===== src/rtl/w80386_decode_pkg.sv =====
// Shared types and constants for the ModR/M + SIB addressing-mode decoder.
package w80386_decode_pkg;

  typedef enum logic [1:0] {
    S_MODRM = 2'd0,
    S_SIB   = 2'd1,
    S_DISP  = 2'd2,
    S_OUT   = 2'd3
  } state_e;

  localparam logic [2:0] DISP_LEN_0 = 3'd0;
  localparam logic [2:0] DISP_LEN_1 = 3'd1;
  localparam logic [2:0] DISP_LEN_2 = 3'd2;
  localparam logic [2:0] DISP_LEN_4 = 3'd4;

  localparam logic [2:0] GPR_EAX = 3'd0;
  localparam logic [2:0] GPR_ECX = 3'd1;
  localparam logic [2:0] GPR_EDX = 3'd2;
  localparam logic [2:0] GPR_EBX = 3'd3;
  localparam logic [2:0] GPR_ESP = 3'd4;
  localparam logic [2:0] GPR_EBP = 3'd5;
  localparam logic [2:0] GPR_ESI = 3'd6;
  localparam logic [2:0] GPR_EDI = 3'd7;

  // Effective-address descriptor minus the displacement value (width is a top parameter).
  typedef struct packed {
    logic [1:0] mod;
    logic [2:0] reg_f;
    logic [2:0] rm;
    logic       is_reg;
    logic       addr32;
    logic [1:0] scale;
    logic       index_present;
    logic [2:0] index_idx;
    logic       base_present;
    logic [2:0] base_idx;
    logic [2:0] disp_len;
    logic [2:0] length;
    logic       undefined;
  } ea_desc_t;

endpackage


===== src/rtl/decode_modrm_classify.sv =====
// Combinational ModR/M(+SIB) classifier: SIB need, displacement length and base/index registers.
module decode_modrm_classify
  import w80386_decode_pkg::*;
(
  input  logic [1:0] i_mod,
  input  logic [2:0] i_rm,
  input  logic [7:0] i_sib,
  input  logic       i_addr32,
  output logic       o_sib_needed,
  output logic [2:0] o_disp_len,
  output logic [1:0] o_scale,
  output logic       o_index_present,
  output logic [2:0] o_index_idx,
  output logic       o_base_present,
  output logic [2:0] o_base_idx,
  output logic       o_undefined
);

  logic [1:0] sib_ss;
  logic [2:0] sib_index;
  logic [2:0] sib_base;

  assign sib_ss    = i_sib[7:6];
  assign sib_index = i_sib[5:3];
  assign sib_base  = i_sib[2:0];

  always_comb begin
    o_sib_needed    = 1'b0;
    o_disp_len      = DISP_LEN_0;
    o_scale         = 2'b00;
    o_index_present = 1'b0;
    o_index_idx     = GPR_EAX;
    o_base_present  = 1'b0;
    o_base_idx      = GPR_EAX;
    o_undefined     = 1'b0;
    if (i_mod != 2'b11) begin
      if (i_addr32) begin
        case (i_mod)
          2'b01:   o_disp_len = DISP_LEN_1;
          2'b10:   o_disp_len = DISP_LEN_4;
          default: o_disp_len = DISP_LEN_0;
        endcase
        if (i_rm == GPR_ESP) begin
          o_sib_needed    = 1'b1;
          o_scale         = sib_ss;
          o_index_present = (sib_index != GPR_ESP);
          o_index_idx     = sib_index;
          o_undefined     = (sib_index == GPR_ESP) && (sib_ss != 2'b00);
          // mod 00 with SIB base EBP means disp32 and no base register
          if ((i_mod == 2'b00) && (sib_base == GPR_EBP)) begin
            o_disp_len = DISP_LEN_4;
          end else begin
            o_base_present = 1'b1;
            o_base_idx     = sib_base;
          end
        end else if ((i_mod == 2'b00) && (i_rm == GPR_EBP)) begin
          o_disp_len = DISP_LEN_4;
        end else begin
          o_base_present = 1'b1;
          o_base_idx     = i_rm;
        end
      end else begin
        case (i_mod)
          2'b01:   o_disp_len = DISP_LEN_1;
          2'b10:   o_disp_len = DISP_LEN_2;
          default: o_disp_len = DISP_LEN_0;
        endcase
        if ((i_mod == 2'b00) && (i_rm == 3'b110)) begin
          o_disp_len = DISP_LEN_2;
        end else begin
          // 16-bit forms: BX/BP act as base, SI/DI as index when paired
          o_base_present = 1'b1;
          case (i_rm)
            3'b000: begin o_base_idx = GPR_EBX; o_index_present = 1'b1; o_index_idx = GPR_ESI; end
            3'b001: begin o_base_idx = GPR_EBX; o_index_present = 1'b1; o_index_idx = GPR_EDI; end
            3'b010: begin o_base_idx = GPR_EBP; o_index_present = 1'b1; o_index_idx = GPR_ESI; end
            3'b011: begin o_base_idx = GPR_EBP; o_index_present = 1'b1; o_index_idx = GPR_EDI; end
            3'b100: o_base_idx = GPR_ESI;
            3'b101: o_base_idx = GPR_EDI;
            3'b110: o_base_idx = GPR_EBP;
            default: o_base_idx = GPR_EBX;
          endcase
        end
      end
    end
  end

endmodule


===== src/rtl/decode_stage_modrm_sib_seq.sv =====
// Byte-serial ModR/M/SIB/displacement sequencer emitting one EA descriptor per operand.
// Optional o_seg_ss output enabled by defining DECODE_SEG_DEFAULT_EN.
module decode_stage_modrm_sib_seq
  import w80386_decode_pkg::*;
#(
  parameter int unsigned SUPPORT_ADDR16 = 1,
  parameter int unsigned DISP_W         = 32
) (
  input  logic              i_clk,
  input  logic              i_rst_n,
  input  logic              i_flush,
  input  logic              i_addr32,
  input  logic              i_byte_valid,
  input  logic [7:0]        i_byte,
  output logic              o_byte_ready,
  output logic              o_ea_valid,
  input  logic              i_ea_ready,
  output logic [1:0]        o_mod,
  output logic [2:0]        o_reg,
  output logic [2:0]        o_rm,
  output logic              o_is_reg,
  output logic [1:0]        o_scale,
  output logic              o_index_present,
  output logic [2:0]        o_index_idx,
  output logic              o_base_present,
  output logic [2:0]        o_base_idx,
  output logic [2:0]        o_disp_len,
  output logic [DISP_W-1:0] o_disp,
  output logic [2:0]        o_length,
  output logic              o_ea_undefined
`ifdef DECODE_SEG_DEFAULT_EN
  ,output logic             o_seg_ss
`endif
);

  state_e             state_q, state_d;
  ea_desc_t           desc_q, desc_d;
  logic [DISP_W-1:0]  disp_q, disp_d;
  logic [2:0]         cnt_q, cnt_d;
  logic [1:0]         didx_q, didx_d;
  logic               ea_valid_q, ea_valid_d;
  logic               byte_rdy_q, byte_rdy_d;

  logic               byte_fire;
  logic               a32_live;
  logic [1:0]         cls_mod;
  logic [2:0]         cls_rm;
  logic               cls_a32;
  logic               cls_sib_needed;
  logic [2:0]         cls_disp_len;
  logic [1:0]         cls_scale;
  logic               cls_index_present;
  logic [2:0]         cls_index_idx;
  logic               cls_base_present;
  logic [2:0]         cls_base_idx;
  logic               cls_undefined;
  logic [4:0]         disp_shamt;
  logic [DISP_W-1:0]  disp_byte_sx;
  logic [DISP_W-1:0]  disp_keep_mask;

  assign o_byte_ready = byte_rdy_q && !i_flush;
  assign byte_fire    = i_byte_valid && o_byte_ready;
  assign a32_live     = (SUPPORT_ADDR16 == 0) || i_addr32;

  // Classifier sees the live ModR/M in S_MODRM, the latched one (plus live SIB) afterwards
  assign cls_mod = (state_q == S_MODRM) ? i_byte[7:6] : desc_q.mod;
  assign cls_rm  = (state_q == S_MODRM) ? i_byte[2:0] : desc_q.rm;
  assign cls_a32 = (state_q == S_MODRM) ? a32_live    : desc_q.addr32;

  decode_modrm_classify u_classify (
    .i_mod           (cls_mod),
    .i_rm            (cls_rm),
    .i_sib           (i_byte),
    .i_addr32        (cls_a32),
    .o_sib_needed    (cls_sib_needed),
    .o_disp_len      (cls_disp_len),
    .o_scale         (cls_scale),
    .o_index_present (cls_index_present),
    .o_index_idx     (cls_index_idx),
    .o_base_present  (cls_base_present),
    .o_base_idx      (cls_base_idx),
    .o_undefined     (cls_undefined)
  );

  // Each little-endian byte lands at its slot and sign-fills everything above it
  assign disp_shamt     = {didx_q, 3'b000};
  assign disp_byte_sx   = DISP_W'($signed(i_byte)) << disp_shamt;
  assign disp_keep_mask = (DISP_W'(1) << disp_shamt) - DISP_W'(1);

  always_comb begin
    state_d = state_q;
    desc_d  = desc_q;
    disp_d  = disp_q;
    cnt_d   = cnt_q;
    didx_d  = didx_q;
    if (i_flush) begin
      state_d = S_MODRM;
      desc_d  = '0;
      disp_d  = '0;
      cnt_d   = 3'd0;
      didx_d  = 2'd0;
    end else begin
      case (state_q)
        S_MODRM: begin
          if (byte_fire) begin
            desc_d          = '0;
            disp_d          = '0;
            desc_d.mod      = i_byte[7:6];
            desc_d.reg_f    = i_byte[5:3];
            desc_d.rm       = i_byte[2:0];
            desc_d.is_reg   = (i_byte[7:6] == 2'b11);
            desc_d.addr32   = a32_live;
            desc_d.length   = 3'd1;
            desc_d.disp_len = cls_disp_len;
            cnt_d           = cls_disp_len;
            didx_d          = 2'd0;
            if (!cls_sib_needed) begin
              desc_d.index_present = cls_index_present;
              desc_d.index_idx     = cls_index_idx;
              desc_d.base_present  = cls_base_present;
              desc_d.base_idx      = cls_base_idx;
            end
            if (desc_d.is_reg)                  state_d = S_OUT;
            else if (cls_sib_needed)            state_d = S_SIB;
            else if (cls_disp_len != DISP_LEN_0) state_d = S_DISP;
            else                                state_d = S_OUT;
          end
        end
        S_SIB: begin
          if (byte_fire) begin
            desc_d.scale         = cls_scale;
            desc_d.index_present = cls_index_present;
            desc_d.index_idx     = cls_index_idx;
            desc_d.base_present  = cls_base_present;
            desc_d.base_idx      = cls_base_idx;
            desc_d.undefined     = cls_undefined;
            desc_d.disp_len      = cls_disp_len;
            desc_d.length        = 3'd2;
            cnt_d                = cls_disp_len;
            state_d = (cls_disp_len != DISP_LEN_0) ? S_DISP : S_OUT;
          end
        end
        S_DISP: begin
          if (byte_fire) begin
            disp_d        = (disp_q & disp_keep_mask) | disp_byte_sx;
            desc_d.length = desc_q.length + 3'd1;
            didx_d        = didx_q + 2'd1;
            cnt_d         = cnt_q - 3'd1;
            if (cnt_q == 3'd1) state_d = S_OUT;
          end
        end
        S_OUT: begin
          if (i_ea_ready) state_d = S_MODRM;
        end
        default: state_d = S_MODRM;
      endcase
    end
    ea_valid_d = (state_d == S_OUT);
    byte_rdy_d = (state_d != S_OUT);
  end

  always_ff @(posedge i_clk or negedge i_rst_n) begin
    if (!i_rst_n) begin
      state_q    <= S_MODRM;
      desc_q     <= '0;
      disp_q     <= '0;
      cnt_q      <= 3'd0;
      didx_q     <= 2'd0;
      ea_valid_q <= 1'b0;
      byte_rdy_q <= 1'b0;
    end else begin
      state_q    <= state_d;
      desc_q     <= desc_d;
      disp_q     <= disp_d;
      cnt_q      <= cnt_d;
      didx_q     <= didx_d;
      ea_valid_q <= ea_valid_d;
      byte_rdy_q <= byte_rdy_d;
    end
  end

`ifdef DECODE_SEG_DEFAULT_EN
  logic seg_ss_q, seg_ss_d;

  // EBP/ESP-based addressing defaults to the stack segment
  assign seg_ss_d = desc_d.base_present &&
                    ((desc_d.base_idx == GPR_EBP) ||
                     (desc_d.addr32 && (desc_d.base_idx == GPR_ESP)));

  always_ff @(posedge i_clk or negedge i_rst_n) begin
    if (!i_rst_n) seg_ss_q <= 1'b0;
    else          seg_ss_q <= seg_ss_d;
  end

  assign o_seg_ss = seg_ss_q;
`endif

  assign o_ea_valid      = ea_valid_q;
  assign o_mod           = desc_q.mod;
  assign o_reg           = desc_q.reg_f;
  assign o_rm            = desc_q.rm;
  assign o_is_reg        = desc_q.is_reg;
  assign o_scale         = desc_q.scale;
  assign o_index_present = desc_q.index_present;
  assign o_index_idx     = desc_q.index_idx;
  assign o_base_present  = desc_q.base_present;
  assign o_base_idx      = desc_q.base_idx;
  assign o_disp_len      = desc_q.disp_len;
  assign o_disp          = disp_q;
  assign o_length        = desc_q.length;
  assign o_ea_undefined  = desc_q.undefined;

endmodule

===== config.mk =====
export PLATFORM = sky130hd
export DESIGN_NAME = decode_stage_modrm_sib_seq
export DESIGN_NICKNAME = d
export VERILOG_FILES = /design/src/rtl/w80386_decode_pkg.sv /design/src/rtl/decode_modrm_classify.sv /design/src/rtl/decode_stage_modrm_sib_seq.sv
export SDC_FILE = /design/constraint.sdc
export NUM_CORES = 1
export LEC_CHECK = 0
export ABC_AREA = 1
export CAP_MARGIN = 40
export CORE_MARGIN = 8
export CORE_UTILIZATION = 57
export CTS_CLUSTER_DIAMETER = 50
export DETAILED_ROUTE_END_ITERATION = 8
export PLACE_DENSITY = 0.91
export SETUP_SLACK_MARGIN = 0.05
export SYNTH_ARGS = -nofsm -noshare
export SYNTH_HDL_FRONTEND = slang
export SYNTH_HIERARCHICAL = 1
export SYNTH_SLANG_ARGS = --single-unit
export TNS_END_PERCENT = 30

===== constraint.sdc =====
create_clock -name i_clk -period 7.7 [get_ports i_clk]
set_clock_uncertainty 0.05 [all_clocks]
set_input_delay 0.77 -clock i_clk [delete_from_list [all_inputs] [get_ports i_clk]]
set_output_delay 0.77 -clock i_clk [all_outputs]
set_load 0.005 [all_outputs]

---- After elaboration in Yosys (flattened, before gate mapping) ----
Index checks and enable logic that the tools add are counted.
storage, ports and cells
  register bits after elaboration ......... 68
  bits of input ports ..................... 14
  output and inout port bits .............. 60
  word-level logic and storage cells ...... 152
cells by class
  add/sub/neg operators ................... 4
  eq/ne operators ......................... 23
  shift operators ......................... 2
  mux-type cells .......................... 74
  bitwise operators ....................... 2
  reductions and logical operators ........ 28
operators with widths
  cell                   number
  $mux 32                3
  $pmux 32 s2            1
  $mux 3                 20
  $mux 27                2
  $and 32x32->32         1
  $mux 2                 16
  $or 32x32->32          1
  $shl 1x5->32 const A   1
  $shl 32x5->32          1
  $sub 32x2->32 const B  1
  $pmux 13 s2            1
  $mux 1                 19
  $pmux 3 s2             3
  $pmux 3 s3             2
  $mux 17                1
  $eq 3x3->1 const B     5
  $ne 3x3->1 const B     4
  $reduce_bool 3->1      4
  $eq 2x2->1 const B     5
  $mux 10                1
  $reduce_and 3->1       3
  $mux 8                 1
  $pmux 2 s2             2
  $pmux 2 s4             1
  other kinds (20)       34

---- Longest topological paths before layout ----
Gate-level depths: netlist (run 1).
  depth after elaboration ................. 16
  gate-level depth with buffers ........... 19
  gate-level depth less buffers ........... 17

---- Hierarchy ----
Netlist (run 1), hierarchy kept.
modules (own cells, without submodules)
  module                      times used  cells each  area an instance (µm²)  sequential area each (µm²)
  decode_stage_modrm_sib_seq  1           489         3759.9                  1701.6
  decode_modrm_classify       1           66          361.6                   0.0

---- Worst setup path after synthesis (run 1) ----
OpenSTA, ideal clock, no wires.
  path type ............................... reg-to-reg
  start ................................... register state_q[0]
  end ..................................... register state_q[0]
  setup time .............................. 0.132 ns
  arrival time ............................ 2.587 ns
  data required time ...................... 7.518 ns
  path slack .............................. 4.931 ns
  cell stages (with the launch flop) ...... 16
  path buffers ............................ 2
  period minus slack after synthesis ...... 2.769 ns
  path through ............................ dfrtp_1 > inv_1 > ha_1 > buf_2 > clkbuf_1 > o21ai_0 > nand4_1 > nand2_1 > o21a_1 > nor2_1 > nand2_1 > nand2_1 > nand2_1 > nor2_1 > nor2_1 > nor2_1
between the ends
  word-level cells in the longest chain between the ends .. 15
  elaborated cells on any way between the ends .. 39
  those cells by class .................... 9 x eq/ne; 24 x mux; 6 x reduce/logical
RTL lines
  item                    RTL line                                                              text
  start, declared         decode_stage_modrm_sib_seq.sv:36                                      state_e state_q, state_d;
  start signal, assigned  decode_stage_modrm_sib_seq.sv:172                                     state_q <= state_d;
  $logic_not 2->1 *       decode_stage_modrm_sib_seq.sv:67                                      assign cls_rm = (state_q == S_MODRM) ? i_byte[2:0] : desc_q.rm;
  $mux 3 *                decode_stage_modrm_sib_seq.sv:67
  net cls_rm[0]           decode_stage_modrm_sib_seq.sv:47                                      logic [2:0] cls_rm;
  $eq 3x3->1              decode_modrm_classify.sv:56                                           end else if ((i_mod == 2'b00) && (i_rm == GPR_EBP)) begin
  $logic_and 1x1->1       decode_modrm_classify.sv:56
  $mux 3                  decode_modrm_classify.sv:56
  $mux 3 *                decode_modrm_classify.sv:43                                           if (i_rm == GPR_ESP) begin
  $mux 3 *                decode_modrm_classify.sv:37                                           if (i_addr32) begin
  [1 not listed]          n/a
  net cls_disp_len[2]     decode_stage_modrm_sib_seq.sv:50                                      logic [2:0] cls_disp_len;
  $reduce_bool 3->1 *     decode_stage_modrm_sib_seq.sv:125, decode_stage_modrm_sib_seq.sv:140
  $mux 1 *                decode_stage_modrm_sib_seq.sv:125, decode_stage_modrm_sib_seq.sv:140
  $mux 2                  decode_stage_modrm_sib_seq.sv:124                                     else if (cls_sib_needed) state_d = S_SIB;
  $mux 2                  decode_stage_modrm_sib_seq.sv:123                                     if (desc_d.is_reg) state_d = S_OUT;
  $mux 2                  decode_stage_modrm_sib_seq.sv:105                                     if (byte_fire) begin
  $pmux 2 s4 *            decode_stage_modrm_sib_seq.sv:103                                     case (state_q)
  $mux 2 *                decode_stage_modrm_sib_seq.sv:96                                      if (i_flush) begin
  net state_d[0]          decode_stage_modrm_sib_seq.sv:36
The timed path passes the listed nets; every way through them passes the cells marked *.
A chain may end at the register's enable or synchronous reset.

---- Final worst setup path (run 1) ----
  start ................................... input port i_flush
  end ..................................... output port o_byte_ready
between the ends
  word-level cells in the longest chain between the ends .. 2
RTL lines
  item               RTL line                          text
  start, declared    decode_stage_modrm_sib_seq.sv:11  input logic i_flush,
  $logic_not 1->1    decode_stage_modrm_sib_seq.sv:61  assign o_byte_ready = byte_rdy_q && !i_flush;
  $logic_and 1x1->1  decode_stage_modrm_sib_seq.sv:61
  end, declared      decode_stage_modrm_sib_seq.sv:15  output logic o_byte_ready,
Every way passes these cells.

==> results of run 1 <==
[cells by family after synthesis]
family | after synthesis | share of synthesized area
buf+inv | 90 | 0.107
fa+ha+maj | 13 | 0.0395
flops | 68 | 0.413
xor+xnor | 1 | 0.00213
compound gates | 68 | 0.0984
simple gates | 315 | 0.340
[path summary, 6_finish.rpt]
path,start,endpoint,slack (ps),cells after the start
worst max-delay path,i_flush,o_byte_ready,4020,5
worst min-delay path,o_base_idx[2],o_base_idx[2],430,2
worst min register to register,o_base_idx[2],o_base_idx[2],430,2
worst max register to register,state_q[0],state_q[0],4550,16
min in group asynchronous,i_rst_n,o_ea_valid,570,2
max in group asynchronous,i_rst_n,o_disp[11],6490,2
[placed cells by master (no fill, tap or decap), types with 7 or more instances in the layout]
cell	n
o21ai_1	9
nand2_1	184
a21oi_1	8
o21ai_0	27
nand3_1	79
nor2_1	24
o211ai_1	11
nor3_1	7
clkbuf_8	11
ha_1	13
dfrtp_1	68
clkdlybuf4s50_1	72
inv_1	38
[layout make-up]
class,instances,area [µm²],share of cell area
clock buffer,13,159,0.0325
clock inverter,2,10.0,0.00205
inverter,44,165,0.0338
multi-input combinational,397,1980,0.405
sequential,68,1700,0.348
tap,99,124,0.0253
timing repair buffer,77,753,0.154
[power by group]
part	internal [W]	leakage (nW)	switching, W
logic	0.000251	1.38	0.000372
registers	0.000433	0.920	0.0000562
clock network	0.000132	0.0893	0.000129
[critical path, delay by kind of cell]
| kind | cells | cell delay, ps |
|---|---|---|
| buffers and inverters | 4 | 1860 |
| AND/OR/NAND/NOR | 1 | 210 |
[layer usage]
metal	GRT usage	up-vias	routed length, µm
li1	-	1865	-
met1	0.273	1870	4420
met2	0.371	237	5090
met3	0.0442	34	1070
met4	0.0951	0	322
met5	0	-	0
[per-stage QoR]
| stage | std cells | utilization | cell area (µm²) | total power, W | hold WS (ps) |
|---|---|---|---|---|---|
| after floorplan | 555 | - | 4120 | 0.000909 | 400 |
| after global placement | 683 | 0.660 | 4710 | 0.00109 | 411 |
| after detailed placement | 685 | 0.662 | 4720 | 0.00111 | 415 |
| after CTS | 700 | 0.685 | 4890 | 0.00137 | 434 |
| after global routing | 700 | 0.685 | 4890 | 0.00147 | 449 |
| final | 700 | 0.685 | 4890 | 0.00137 | 427 |
==> summary.md, run 1 <==
| Metric | Value |
|---|---|
| Crit-path max cell delay | 640 ps |
| Reg clk slew, reported paths | 70 ps |
| First-pass iteration count of the detailed router | 5 |
| Min-Delay Path Class | reg2reg |
| Die Area | 10,200 µm² |
| IR drop worst, VDD | 0.000113 V |
| DRC errors left | 0 |
| Clock Tree Buf Depth | 2 |
| Detail Placement HPWL | 7870 µm |
| Fin crit period | 3680 ps |
| Most common cell on crit path | clkdlybuf4s50_1 |
| Worst-path cell chain | clkdlybuf4s50_1 -> inv_2 -> nand2_2 -> inv_1 -> clkdlybuf4s50_1 |
| Layout cells sized above 1 | 0.0732 |
| CP required | 6880 ps |
| CP Max Fanout | 37 |
| Worst slew pin tran | 861 ps |
| Post-Syn Area | 4120 µm² |
| Number of DRC markers in iteration 0 | 233 |
| Core area | 7140 µm² |
| Vert. Die Dim | 101 µm |
| # diodes | 0 |
| Max-cap viol count | 0 |
| Avg WL per Cell | 15.6 µm |
| Clk sinks | 68 |
| CTS tree | yes |
| Vias | 4,006 |
| Vias in the first global route | 3,849 |
| CP startpoint kind | input pin |
| Initial antenna violation count | 0 |
| Max-slew headroom | 0.425 |
| GPL Wtd Cong | 0.887 |
| Leakage | 2.39 nW |
| Final period util | 0.478 |
| Layout Nets | 624 |
| Clock latency on the worst-skew pair | 340 ps |
| Postcts setup bufs | 0 |
| EDFF count, synth | 0 |
| Ports | 74 |
| Final WL | 10,900 µm |
| Top-count cell post-synth | nand2_1 |
| RSZ-0062 raised after global routing | false |
| Max-slew violations | 0 |
| Critical path class | in2out |
| Filler cell count | 601 |
| Via density | 5.72 |
| Overflow after GRT | 0 |
| Final setup vio count | 0 |
| Starting density of the core | 0.577 |
| Site Rows | 31 |
| Synthesized Nets | 582 |
| Seq/Total Area, Yosys | 0.413 |
| Ranking of synthesized cells by area | dfrtp_1 (41%), nand2_1 (17%), nand3_1 (9.6%), buf_4 (4.6%), ha_1 (3.9%) |
| FF+latch count, synth | 68 |
| Die W | 101 µm |
| Crit. End Element | primary output |
| Setup_tns | 0 ps |
| Port bufs | 73 |
| Synth Warn # | 6 |
| ANT nets after route | 0 |
| Root Driver | clkbuf_8 |
| Yosys top cell by area | dfrtp_1 |
| Largest net degree at the start of global routing | 69 |
| WP data arrival | 2860 ps |
| Top cell type's share of synthesized area | 0.413 |
| Post-CTS resize count | 0 |
| Synth cell count leaders | nand2_1 (184), nand3_1 (79), dfrtp_1 (68) |
| Main synth FF type | dfrtp_1 |
| All-Layer GR Usage | 0.222 |
| Distinct cells, synth | 32 |
| First-pass GRT wire length | 18,100 µm |
| H-tree depth | 3 |
| Hold buffer count at cts | 0 |
| Share of synthesized registers carrying an async set or reset | 1.00 |
| Final hold violations | 0 |
| Cells after Synth | 555 |
| Setup WS pre-CTS | 3810 ps |
| CTS Buf Count | 9 |
| PD cells | 281 nW/µm² |
| Area grow syn2layout | 18.7% |
| Status | finished clean |
| Fmax | 272 MHz |
| Synthesized area per cell | 7.43 µm² |
| Crit-path slowest cell | clkdlybuf4s50_1 |
| Largest register FFs | 32 |
| Setup WS post-layout | 4020 ps |
(Power assumes the default switching activity.)
==> run 2, diff against run 1 <==
--- a/config.mk
+++ b/config.mk
@@ -8,10 +8,10 @@
 export ABC_AREA = 1
 export CAP_MARGIN = 40
 export CORE_MARGIN = 8
-export CORE_UTILIZATION = 57
+export CORE_UTILIZATION = 53
 export CTS_CLUSTER_DIAMETER = 50
 export DETAILED_ROUTE_END_ITERATION = 8
-export PLACE_DENSITY = 0.91
+export PLACE_DENSITY = 0.85
 export SETUP_SLACK_MARGIN = 0.05
 export SYNTH_ARGS = -nofsm -noshare
 export SYNTH_HDL_FRONTEND = slang
==> constraint.sdc (replaced) <==
create_clock -name i_clk -period 3.7 [get_ports i_clk]
set_clock_uncertainty 0.05 [all_clocks]
set_input_delay 0.37 -clock i_clk [delete_from_list [all_inputs] [get_ports i_clk]]
set_output_delay 0.37 -clock i_clk [all_outputs]
set_load 0.005 [all_outputs]
==> run 2 against run 1 <==
  * Global-route usage fell by 1.5 points
  * Power grew 110%
  * Cell count rose by 1.6%
  * First-iteration DRC count rose by 12%
  * Wire length up 1.4%
  * Clock power up 120%
  * Critical endpoint is now state_q[0]
  * Largest cell class unchanged
==> summary.md, run 2 (synthesized netlist as in run 1, its figures left out) <==
| Metric | Value |
|---|---|
| Final WL | 11,100 µm (+1.4%) |
| Core area | 7650 µm² (+7.2%) |
| Clock power frac | 0.199 (+0.009) |
| Depth of the worst hold-timing path | 2 (unchanged) |
| Die W | 104 µm (+3.1%) |
| Net Sw Frac | 0.405 (-0.00129) |
| Final period util | 0.764 |
| Final hold violations | 0 (unchanged) |
| Area grow syn2layout | 20.9% |
| ANT nets after route | 0 (unchanged) |
| Port bufs | 73 (unchanged) |
| Most common cell after layout, fill and taps aside | nand2_1 |
| Fin crit period | 2830 ps |
| R2R Setup Slk | 870 ps (-3680 ps) |
| R2R depth | 15 (-1) |
| Leakage | 2.44 nW (+1.9%) |
| Most frequent cells in the layout | nand2_1 (184), nand3_1 (79), clkdlybuf4s50_1 (72), dfrtp_1 (68), inv_1 (38) |
| Final setup vio count | 0 (unchanged) |
| Power share of the combinational group | 0.454 (about the same) |
| Largest net degree at the start of global routing | 36 (-48%) |
| Die Area | 10,900 µm² (+6.3%) |
| Overflow after GRT | 0 (unchanged) |
| Crit. End Element | flop |
| Vias in the first global route | 3,885 (+0.94%) |
| Ports | 74 (unchanged) |
| CP startpoint kind | flop |
| Hold Path End | o_disp[7] |
| Fmax | 354 MHz |
| CP Max Fanout | 12 (-68%) |
| # diodes | 0 (unchanged) |
| H-tree depth | 3 (unchanged) |
| Clk sinks | 68 (unchanged) |
| Max-slew violations | 0 (unchanged) |
| WP data arrival | 3020 ps (+160 ps) |
| First-pass iteration count of the detailed router | 6 (+1) |
| Vias | 3,924 (-2.0%) |
| Reg clk slew, reported paths | 70 ps (about the same) |
| Status | finished clean |
| PD cells | 586 nW/µm² (+110%) |
| Initial antenna violation count | 0 (unchanged) |
| Worst slew pin tran | 888 ps (+26.6 ps) |
| Worst r2r src | state_q[0] |
| Detail Placement HPWL | 8180 µm (+4.0%) |
| Layout cells sized above 1 | 0.0870 (+0.0138) |
| Root Driver | clkbuf_8 |
| Max-cap viol count | 0 (unchanged) |
| DRC errors left | 0 (unchanged) |
| Avg WL per Cell | 15.6 µm (-0.19%) |
| Int Pwr | 0.00174 W (+110%) |
| Max-slew headroom | 0.408 (-0.0178) |
| Min-Delay Path Class | reg2reg |
| CP required | 3890 ps (-2990 ps) |
| Net Sw Power | 0.00118 W (+110%) |
| Clock latency on the worst-skew pair | 350 ps (about the same) |
| All-Layer GR Usage | 0.208 (-0.0149) |
| IR drop worst, VDD | 0.000271 V (+140%) |
| First-pass GRT wire length | 18,600 µm (+2.6%) |
| Number of DRC markers in iteration 0 | 262 (+12%) |
| Finished Core Util | 0.652 (-0.0340) |
| Layout Nets | 631 (+1.1%) |
| Via density | 5.52 (-3.6%) |
| Vert. Die Dim | 104 µm (+3.1%) |
| Site Rows | 32 (+3.2%) |
| Largest register FFs | 32 (unchanged) |
| Starting density of the core | 0.539 (-0.0385) |
| Clock Tree Buf Depth | 2 (unchanged) |
| CTS Buf Count | 9 (unchanged) |
| GPL Wtd Cong | 0.907 (+2.3%) |
| RSZ-0062 raised after global routing | false |
| Hold Startpoint | o_disp[7] |
| CTS tree | yes |
| Setup_tns | 0 ps (unchanged) |
| Critical path class | reg2reg |
| Sequential share of power | 0.347 (-0.009) |
| Reg2Reg Capture Point | state_q[0] |
-- run 2: cell types whose count changed in the layout (fill, tap and decap cells not counted), sizes merged --
cell | before | now
clkinv | 2 | 3
clkbuf | 13 | 12
dlygate4sd3 | 0 | 1
buf | 5 | 11
clkinvlp | 0 | 1
-- run 2: final cells by class --
cell class | instances | area, µm²
inverters | 44 | 165
multi-input cells | 397 | 1980
flip-flops and latches | 68 | 1700
well taps | 102 | 128
repair buffers | 84 | 821
clock inverters | 4 | 22.5
fillers | 657 | 2670
clock buffers | 12 | 165
-- run 2: stage by stage --
step / hold slack [ps] / instances / cell area (µm²) / power, W / setup WS (ps)
2_1_floorplan: 24.4 / 555 / 4120 / 0.00189 / 931
5_1_grt: 463 / 711 / 4980 / 0.00314 / 630
4_1_cts: 434 / 711 / 4980 / 0.00292 / 932
3_5_place_dp: 326 / 694 / 4780 / 0.00234 / 916
6_report: 432 / 711 / 4980 / 0.00292 / 872
3_3_place_gp: 412 / 692 / 4760 / 0.00230 / 849
-- run 2: critical path, cell delays in order (launching register included) --
cell     delay, ps
dfrtp_1        400
inv_1           90
ha_1           330
o21ai_0        570
nand2_2        220
nor2_8         180
nand2_1        100
nand2_1        110
o21a_1         190
nor2_1          70
nand2_1         70
nand2_1         60
nand2_1         70
nor2_1          40
nor2_1         110
nor2_1          50
-- run 2: per-layer routing --
metal	track usage	vias up	share of wire
li1	-	1886	-
met1	0.254	1845	0.44
met2	0.342	165	0.46
met3	0.0520	28	0.075
met4	0.0807	0	0.025
met5	0	-	0
-- run 2: worst max path at each step --
stage | from | to | slack (ps)
final | state_q[0] | state_q[0] | 870
after global routing | state_q[0] | state_q[0] | 630
after CTS | state_q[0] | state_q[0] | 930
after detailed placement | i_byte[7] | o_index_idx[1] | 920
after global placement | state_q[0] | state_q[0] | 850
after floorplan | state_q[0] | state_q[0] | 930
-- run 2: timing repair --
item / in CTS / in global routing
hold buffers: 1 / 0
endpoints found under the hold margin: 19 / 0
gates resized for setup: 0 / 0
buffers inserted: 0 / 0
-- run 2: power groups by stage --
stage               Sequential [W]  Combinational (W)  Clock [W]
global route               0.00104            0.00148   0.000624
finish                     0.00101            0.00132   0.000581
CTS                        0.00101            0.00132   0.000586
global placement           0.00102            0.00128          0
floorplan                  0.00100           0.000891          0
detailed placement         0.00102            0.00131          0
